[src/rtl/digit_serial_adder_pkg.sv]
// Shared types and elaboration-time helpers for the digit-serial adder/subtractor.
package digit_serial_adder_pkg;

  // Controller states: idle, digit processing, one-cycle result presentation.
  typedef enum logic [1:0] {
    IDLE = 2'd0,
    BUSY = 2'd1,
    DONE = 2'd2
  } state_e;

  // Number of digits (clock cycles of work) per operation.
  function automatic int calc_k(input int n, input int w);
    return n / w;
  endfunction

  // Width of the digit counter; always at least one bit so K = 1 still works.
  function automatic int calc_cnt_w(input int k);
    return (k > 1) ? $clog2(k) : 1;
  endfunction

  // Legal geometry: 1 <= W <= N and N an exact multiple of W.
  function automatic bit cfg_ok(input int n, input int w);
    return (w >= 1) && (w <= n) && ((n % w) == 0);
  endfunction

endpackage

[src/rtl/digit_add.sv]
// W-bit combinational adder slice: {cout_o, s_o} = a_i + b_i + cin_i.
module digit_add
  import digit_serial_adder_pkg::*;
#(
  parameter int W = 8
) (
  input  logic [W-1:0] a_i,
  input  logic [W-1:0] b_i,
  input  logic         cin_i,
  output logic [W-1:0] s_o,
  output logic         cout_o
);

  assign {cout_o, s_o} = {1'b0, a_i} + {1'b0, b_i} + {{W{1'b0}}, cin_i};

endmodule

[src/rtl/digit_serial_adder.sv]
// Digit-serial N-bit adder/subtractor: one W-bit digit per clock over K = N/W
// cycles, carry held in a flop between digits, start/busy/done handshake.
// Optional feature: define DIGIT_SERIAL_ADDER_OVF_EN to add the signed
// overflow output ovf.
module digit_serial_adder
  import digit_serial_adder_pkg::*;
#(
  parameter int N = 32,
  parameter int W = 8
) (
  input  logic         clk,
  input  logic         rst_n,
  input  logic         start,
  input  logic [N-1:0] a,
  input  logic [N-1:0] b,
  input  logic         cin,
  input  logic         sub,
  output logic         busy,
  output logic         done,
  output logic [N-1:0] sum,
`ifdef DIGIT_SERIAL_ADDER_OVF_EN
  output logic         ovf,
`endif
  output logic         cout
);

  localparam int K  = calc_k(N, W);
  localparam int CW = calc_cnt_w(K);
  localparam logic [CW-1:0] LAST_DIGIT = CW'(K - 1);

  // Reject geometries where the operand does not split into whole digits.
  generate
    if (!cfg_ok(N, W)) begin : g_cfg_err
      $error("digit_serial_adder: N must be a multiple of W and 1 <= W <= N");
    end
  endgenerate

  state_e         state_q;
  logic [N-1:0]   a_sh_q;
  logic [N-1:0]   b_sh_q;
  logic [N-1:0]   psum_q;
  logic [N-1:0]   psum_d;
  logic           carry_q;
  logic [CW-1:0]  cnt_q;
  logic           busy_q;
  logic           done_q;
  logic [N-1:0]   sum_q;
  logic           cout_q;
`ifdef DIGIT_SERIAL_ADDER_OVF_EN
  logic           ovf_q;
  logic           ovf_d;
`endif

  logic [W-1:0]   dig_s;
  logic           dig_c;

  // The single shared W-bit adder works on the low digit of each shifter.
  digit_add #(.W(W)) u_digit_add (
    .a_i    (a_sh_q[W-1:0]),
    .b_i    (b_sh_q[W-1:0]),
    .cin_i  (carry_q),
    .s_o    (dig_s),
    .cout_o (dig_c)
  );

  // New digit enters the top of the partial sum; with K = 1 it is the whole sum.
  generate
    if (W == N) begin : g_single_digit
      assign psum_d = dig_s;
    end else begin : g_multi_digit
      assign psum_d = {dig_s, psum_q[N-1:W]};
    end
  endgenerate

`ifdef DIGIT_SERIAL_ADDER_OVF_EN
  // Carry into the MSB recovered from the MSB sum bit, then XORed with cout.
  assign ovf_d = a_sh_q[W-1] ^ b_sh_q[W-1] ^ dig_s[W-1] ^ dig_c;
`endif

  // Controller and datapath: accept in IDLE, one digit per BUSY edge, pulse in DONE.
  // NOTE: every register here uses <= so all flops update from the same
  // pre-edge values; blocking assignments would make ordering matter.
  always_ff @(posedge clk or negedge rst_n) begin
    if (!rst_n) begin
      // NOTE: operand shifters and partial sum are reset too; they are few flops
      // and it keeps the whole block at a known state after an abort.
      state_q <= IDLE;
      a_sh_q  <= '0;
      b_sh_q  <= '0;
      psum_q  <= '0;
      carry_q <= 1'b0;
      cnt_q   <= '0;
      busy_q  <= 1'b0;
      done_q  <= 1'b0;
      sum_q   <= '0;
      cout_q  <= 1'b0;
`ifdef DIGIT_SERIAL_ADDER_OVF_EN
      ovf_q   <= 1'b0;
`endif
    end else begin
      case (state_q)
        IDLE: begin
          done_q <= 1'b0;
          if (start) begin
            // Subtraction is a + ~b + ~cin, so invert b and cin once here.
            a_sh_q  <= a;
            b_sh_q  <= sub ? ~b : b;
            carry_q <= cin ^ sub;
            cnt_q   <= '0;
            busy_q  <= 1'b1;
            state_q <= BUSY;
          end
        end
        BUSY: begin
          a_sh_q  <= a_sh_q >> W;
          b_sh_q  <= b_sh_q >> W;
          carry_q <= dig_c;
          psum_q  <= psum_d;
          cnt_q   <= cnt_q + CW'(1);
          if (cnt_q == LAST_DIGIT) begin
            // Results are published only on the edge that raises done.
            sum_q   <= psum_d;
            cout_q  <= dig_c;
`ifdef DIGIT_SERIAL_ADDER_OVF_EN
            ovf_q   <= ovf_d;
`endif
            done_q  <= 1'b1;
            state_q <= DONE;
          end
        end
        DONE: begin
          done_q  <= 1'b0;
          busy_q  <= 1'b0;
          state_q <= IDLE;
        end
        default: begin
          done_q  <= 1'b0;
          busy_q  <= 1'b0;
          state_q <= IDLE;
        end
      endcase
    end
  end

  assign busy = busy_q;
  assign done = done_q;
  assign sum  = sum_q;
  assign cout = cout_q;
`ifdef DIGIT_SERIAL_ADDER_OVF_EN
  assign ovf  = ovf_q;
`endif

endmodule
[config.mk]
export PLATFORM = sky130hd
export DESIGN_NAME = digit_serial_adder
export DESIGN_NICKNAME = d
export VERILOG_FILES = /design/src/rtl/digit_serial_adder_pkg.sv /design/src/rtl/digit_add.sv /design/src/rtl/digit_serial_adder.sv
export SDC_FILE = /design/constraint.sdc
export NUM_CORES = 1
export LEC_CHECK = 0
export ABC_AREA = 1
export BUFFER_PORTS_ARGS = -buffer_cell sky130_fd_sc_hd__buf_2
export CORE_UTILIZATION = 40
export CTS_BUF_LIST = sky130_fd_sc_hd__clkbuf_8 sky130_fd_sc_hd__clkbuf_16
export CTS_CLUSTER_DIAMETER = 40
export DETAILED_ROUTE_END_ITERATION = 8
export SLEW_MARGIN = 20
export SYNTH_ARGS = -nofsm -noshare
export SYNTH_HDL_FRONTEND = slang
export SYNTH_HIERARCHICAL = 1
export SYNTH_SLANG_ARGS = --single-unit
[constraint.sdc]
create_clock -name clk -period 4.4 [get_ports clk]
set_input_delay 0.88 -clock clk [delete_from_list [all_inputs] [get_ports clk]]
set_output_delay 0.88 -clock clk [all_outputs]
set_load 0.01 [all_outputs]
# Word-level counts from Yosys, hierarchy flattened
# Cells that the tools add are included.
dict set report totals {
  regBits 136
  inputBits 69
  output_inout_bits 35
}
dict set report classes {
  addsub 3
  eq_ne 4
  muxes 16
  n_bitwise 3
  reduce_logical 6
}
# cell count
set op_table {}
lappend op_table {{$pmux 32 s2} 2}
lappend op_table {{$mux 32} 3}
lappend op_table {{$not 32->32} 1}
lappend op_table {{$add 8x8->9} 1}
lappend op_table {{$add 9x1->9} 1}
lappend op_table {{$pmux 2 s2} 2}
lappend op_table {{$reduce_and 2->1} 4}
lappend op_table {{$mux 2} 3}
lappend op_table {{$mux 1} 4}
lappend op_table {{$ne 2x2->1 const B} 2}
lappend op_table {{$pmux 1 s2} 2}
lappend op_table {{$add 2x1->2 const B} 1}
lappend op_table {{$eq 2x1->1 const B} 1}
lappend op_table {{$eq 2x2->1 const B} 1}
lappend op_table {{$logic_not 2->1} 1}
lappend op_table {{$reduce_bool 2->1} 1}
lappend op_table {{$not 1->1} 1}
lappend op_table {{$xor 1x1->1} 1}

# Logic depth before layout (Yosys ltp)
dict set report logic_depth {
  depth_word 4
  depth_mapped 10
  ltp_nobuf 10
}

# By module
# Netlist, hierarchy kept.
# mod n_inst cells_each area_per_inst_um2
set by_module_without_submodules {}
lappend by_module_without_submodules {digit_serial_adder 1 694 5709.2}
lappend by_module_without_submodules {digit_add 1 59 384.1}

# Worst setup path before layout
# No wires, ideal clock.
dict set report synth_timing {
  kind {register to register}
  start {register a_sh_q[0]}
  end {register psum_q[30]}
  setup_ns 0.131
  arrival_time_ns 1.758
  path_slack_ns 2.511
  stages_incl_launch_ff 11
  n_path_buf 0
  period_less_slack_ns 1.889
  cell_sequence {dfrtp_1 > fa_1 > fa_1 > nand2_1 > nand2_1 > nand3b_4 > nand2_1 > nand2_1 > nand2_1 > inv_1 > o21ai_0}
}
dict set report synth_between {
  elab_chain_len 2
}
# element line_no
set synth_lines {}
lappend synth_lines {{start, declared} digit_serial_adder.sv:39} ;# logic [N-1:0] a_sh_q;
lappend synth_lines {{start signal, assigned} digit_serial_adder.sv:115} ;# a_sh_q <= a_sh_q >> W;
lappend synth_lines {{$add 8x8->9} digit_add.sv:14} ;# assign {cout_o, s_o} = {1'b0, a_i} + {1'b0, b_i} + {{W{1'b0}}, cin_i};
lappend synth_lines {{$add 9x1->9} digit_add.sv:14}
lappend synth_lines {{named net dig_s[6]} digit_serial_adder.sv:54} ;# logic [W-1:0] dig_s;
lappend synth_lines {{end signal, assigned} digit_serial_adder.sv:118} ;# psum_q <= psum_d;
lappend synth_lines {{end, declared} digit_serial_adder.sv:41} ;# logic [N-1:0] psum_q;
# The timed path passes the listed nets, and every way through them passes these cells.
# A chain may end at the register's enable or synchronous reset.

# Worst setup path after layout
dict set report layout_timing {
  start {register state_q[0]}
  end {register sum_q[0] (netlist: sum[0])}
}
dict set report layout_between {
  elab_chain_len 2
}
# element line_no
set layout_lines {}
lappend layout_lines {{start, declared} digit_serial_adder.sv:38} ;# state_e state_q;
lappend layout_lines {{start signal, assigned} digit_serial_adder.sv:87} ;# state_q <= IDLE;
lappend layout_lines {{start signal, assigned} digit_serial_adder.sv:111} ;# state_q <= BUSY;
lappend layout_lines {{start signal, assigned} digit_serial_adder.sv:128} ;# state_q <= DONE;
lappend layout_lines {{$eq 2x1->1} digit_serial_adder.sv:101} ;# case (state_q)
lappend layout_lines {{$reduce_and 2->1 (no source line)} --}
lappend layout_lines {{end signal, assigned} digit_serial_adder.sv:122} ;# sum_q <= psum_d;
lappend layout_lines {{end, declared} digit_serial_adder.sv:47} ;# logic [N-1:0] sum_q;
# No other way between the ends.

==> impl_metrics.yaml <==
worst_setup_path:
  crit_arrival_ns: 2.83
  cp.required_ns: 4.75
  critPathMostFrequentCell: "nand2_1"
  cpLargestDelayFamily: "simple AND/OR/NAND/NOR gates"
  critPathKind: "flip-flop to flip-flop"
  crit_buf_inv: 3
  critPathLaunchType: "flip-flop"
  endpoint_kind: "flip-flop"
  worstPathMaxFanout: 58
  path_cells: "inv_2 -> nor2_4 -> buf_4 -> nand2_2 -> clkinv_2 -> nand2_1 -> nand2_1"
  crit_slowest_cell: "nand2_2"
  cp_slowest_stage_delay_ns: 0.72
clock_network:
  cts_post_setup_buffers_inserted: 0
  cts-root-buf: "clkbuf_16"
  cts_resized: 0
  cts-htree-levels: 4
  clk_pin_slew_ns: 0.05
  cts_buffers: 17
  clk_latency_ns: 0.42
  cts_tree: "built"
  cts_sinks: 128
  clock_path_buffers: 2
  hold_buffers: 0
logic_synthesis:
  synth_edf_count: 0
  synth_top_cell_by_area: "dfrtp_1"
  syn_area_per_cell_um2: 8.09
  synth_seq_cells: 128
  synthArstFlopShare_pct: 100
  netlist_top_cells_count: "nand2_1, nand3_1, dfrtp_1, inv_1, o21ai_0"
  netlist.area_leader.share_pct: 52.6
  synth_cells: 753
  ys.flop_type: "dfrtp_1"
  syn_nets: 832
  ys_warn_count: 6
  synth_area_mm2: 0.00609
  ys_top_cells_by_area: "dfrtp_1, nand2_1, nand3_1"
  yosysMostFrequentCell: "nand2_1"
  synth.distinct_cells: 27
  seq_area_frac_synth_pct: 52.6
drt:
  vias_per_cell: 4.84
  drtIter0Drc: 384
  avgRoutedWirePerCell_um: 13.1
  wl_um: 13500
  firstDrtPassIters: 7
  ant_nets: 0
  routed-via-count: 4993
  drc: 7
placed_design:
  io_buffer_count: 103
  gp_congestion: 0.777
  place.detailed.hpwl_um: 8660
  postPlaceCellArea_mm2: 0.00667
sta:
  holdWs_ns: 0.468
  fin_skew_ns: 0.00699
  maxSlewViolCount: 0
  period_needed_ns: 2.48
  fin_crit_sh_pct: 56.3
  setup_tns_ns: 0
  finalSetupViolCount: 0
  fmax_ghz: 0.404
  worst_pin_slew_ns: 1.00
  hold_viol: 0
  rsz0062_at_grt: "false"
  maxSlewHeadroom_pct: 32.9
final_layout:
  num-nets-final: 914
  diodes: 0
  drive_above_1_share_pct: 18.4
  area_delta_synth_final_pct: 19.2
  utilization_pct: 49.4
  fin_area_mm2: 0.00726
floorplanning:
  num_rows: 44
  die_x_um: 125
  die_h_um: 125
  start_util_pct: 41.5
  ioPinCount: 104
  fp.dieArea_mm2: 0.0157
  core-area_mm2: 0.0147
status:
  violations: "design-rule violations"
  status: "complete, but fails checks"
power_and_ir_drop:
  peakVddDrop_uv: 472
  powerDensity_mw_per_mm2: 707
  power.total_mw: 5.13
  leakagePower_nw: 3.98
global_route:
  grt_pass1_vias: 4620
  antenna_found_initial: 0
  grt_use_total_pct: 18.7
  grt_pass1_wl_um: 23100
  gr-total-overflow: 0
  grt_max_degree: 119
flow_run:
  drv_cap: 0
worst_hold_path:
  min_path_type: "flip-flop to flip-flop"
-- report_power, final --
group | switching (mW) | total, mW | internal, mW
logic | 1.15 | 1.79 | 0.632
clock network | 0.481 | 1.37 | 0.894
registers | 0.294 | 1.97 | 1.68
-- layout by cell type (no fill, tap or decap) --
cell type	Yosys	layout
buf_4	8	5
bufinv_16	0	2
nor2_2	2	2
nand3b_1	1	1
nand2_2	4	5
inv_1	58	63
dfrtp_1	128	128
nand3b_4	1	1
nand2_8	0	1
a21oi_1	3	3
nand3_2	1	1
clkbuf_8	0	5
o21ai_2	4	4
nor2_1	5	5
or2_4	2	2
xnor2_1	2	2
nand2_1	284	282
clkbuf_16	0	17
o21ai_0	40	40
o21ai_1	6	6
xor2_1	9	9
buf_12	0	1
buf_2	17	102
fa_1	2	2
clkinv_2	1	4
nand3_1	143	143
nor2_4	1	1
inv_2	3	3
ha_1	8	8
-- final cells by class --
cell class	count	area, um2
sequential	128	3200
timing repair buffer	108	568
clock buffer	22	494
multi-input combinational	518	2440
clock inverter	10	93.8
tap	184	230
fill	1471	7440
inverter	62	234
-- cell families (layout without fill, tap and decap cells) --
group | Yosys count | after routing | share of synthesized area [%]
AO/OA/AOI/OAI | 53 | 53 | 4.60
XOR/XNOR | 11 | 11 | 1.58
adder cells (fa/ha/maj) | 10 | 10 | 2.30
buffers and inverters | 107 | 202 | 7.70
flip-flops | 128 | 128 | 52.6
AND/OR/NAND/NOR | 444 | 444 | 31.3
-- final timing paths --
path                       startpoint         end  slack (ns)  cells after the start
setup reg to reg           state_q[0]      sum[0]        1.92                      7
setup / recovery           state_q[0]      sum[0]        1.92                      7
hold / removal                 sum[7]      sum[7]        0.47                      2
min in group asynchronous       rst_n      sum[3]        0.59                      1
hold reg to reg                sum[7]      sum[7]        0.47                      2
max in group asynchronous       rst_n  b_sh_q[22]        3.00                      2
-- flip-flops by register name, indices dropped and copies added, names as in the netlist, 2 cells and up --
register and flops:
state_q 2, a_sh_q 32, psum_q 24, cnt_q 2
sum 32, b_sh_q 32
-- per-stage QoR --
stage                     instances  setup WS, ns
final                          1032          1.92
after global routing           1032          1.60
after CTS                      1032          1.94
after detailed placement       1000          1.81
after global placement         1000          1.86
after floorplan                 753          2.51
-- per-layer routing --
metal | GRT usage [%] | vias to the layer above | wire (um)
li1 | - | 2561 | -
met1 | 26.3 | 2298 | 6460
met2 | 27.8 | 117 | 6290
met3 | 4.62 | 17 | 592
met4 | 7.32 | 0 | 200
met5 | 0 | - | 0
-- worst reg2reg max path, cell delays in order (launching register included) --
cell	delay [ns]
dfrtp_1	0.53
inv_2	0.08
nor2_4	0.07
buf_4	0.46
nand2_2	0.72
clkinv_2	0.39
nand2_1	0.09
nand2_1	0.07
Power figures use the tool's default switching activity.
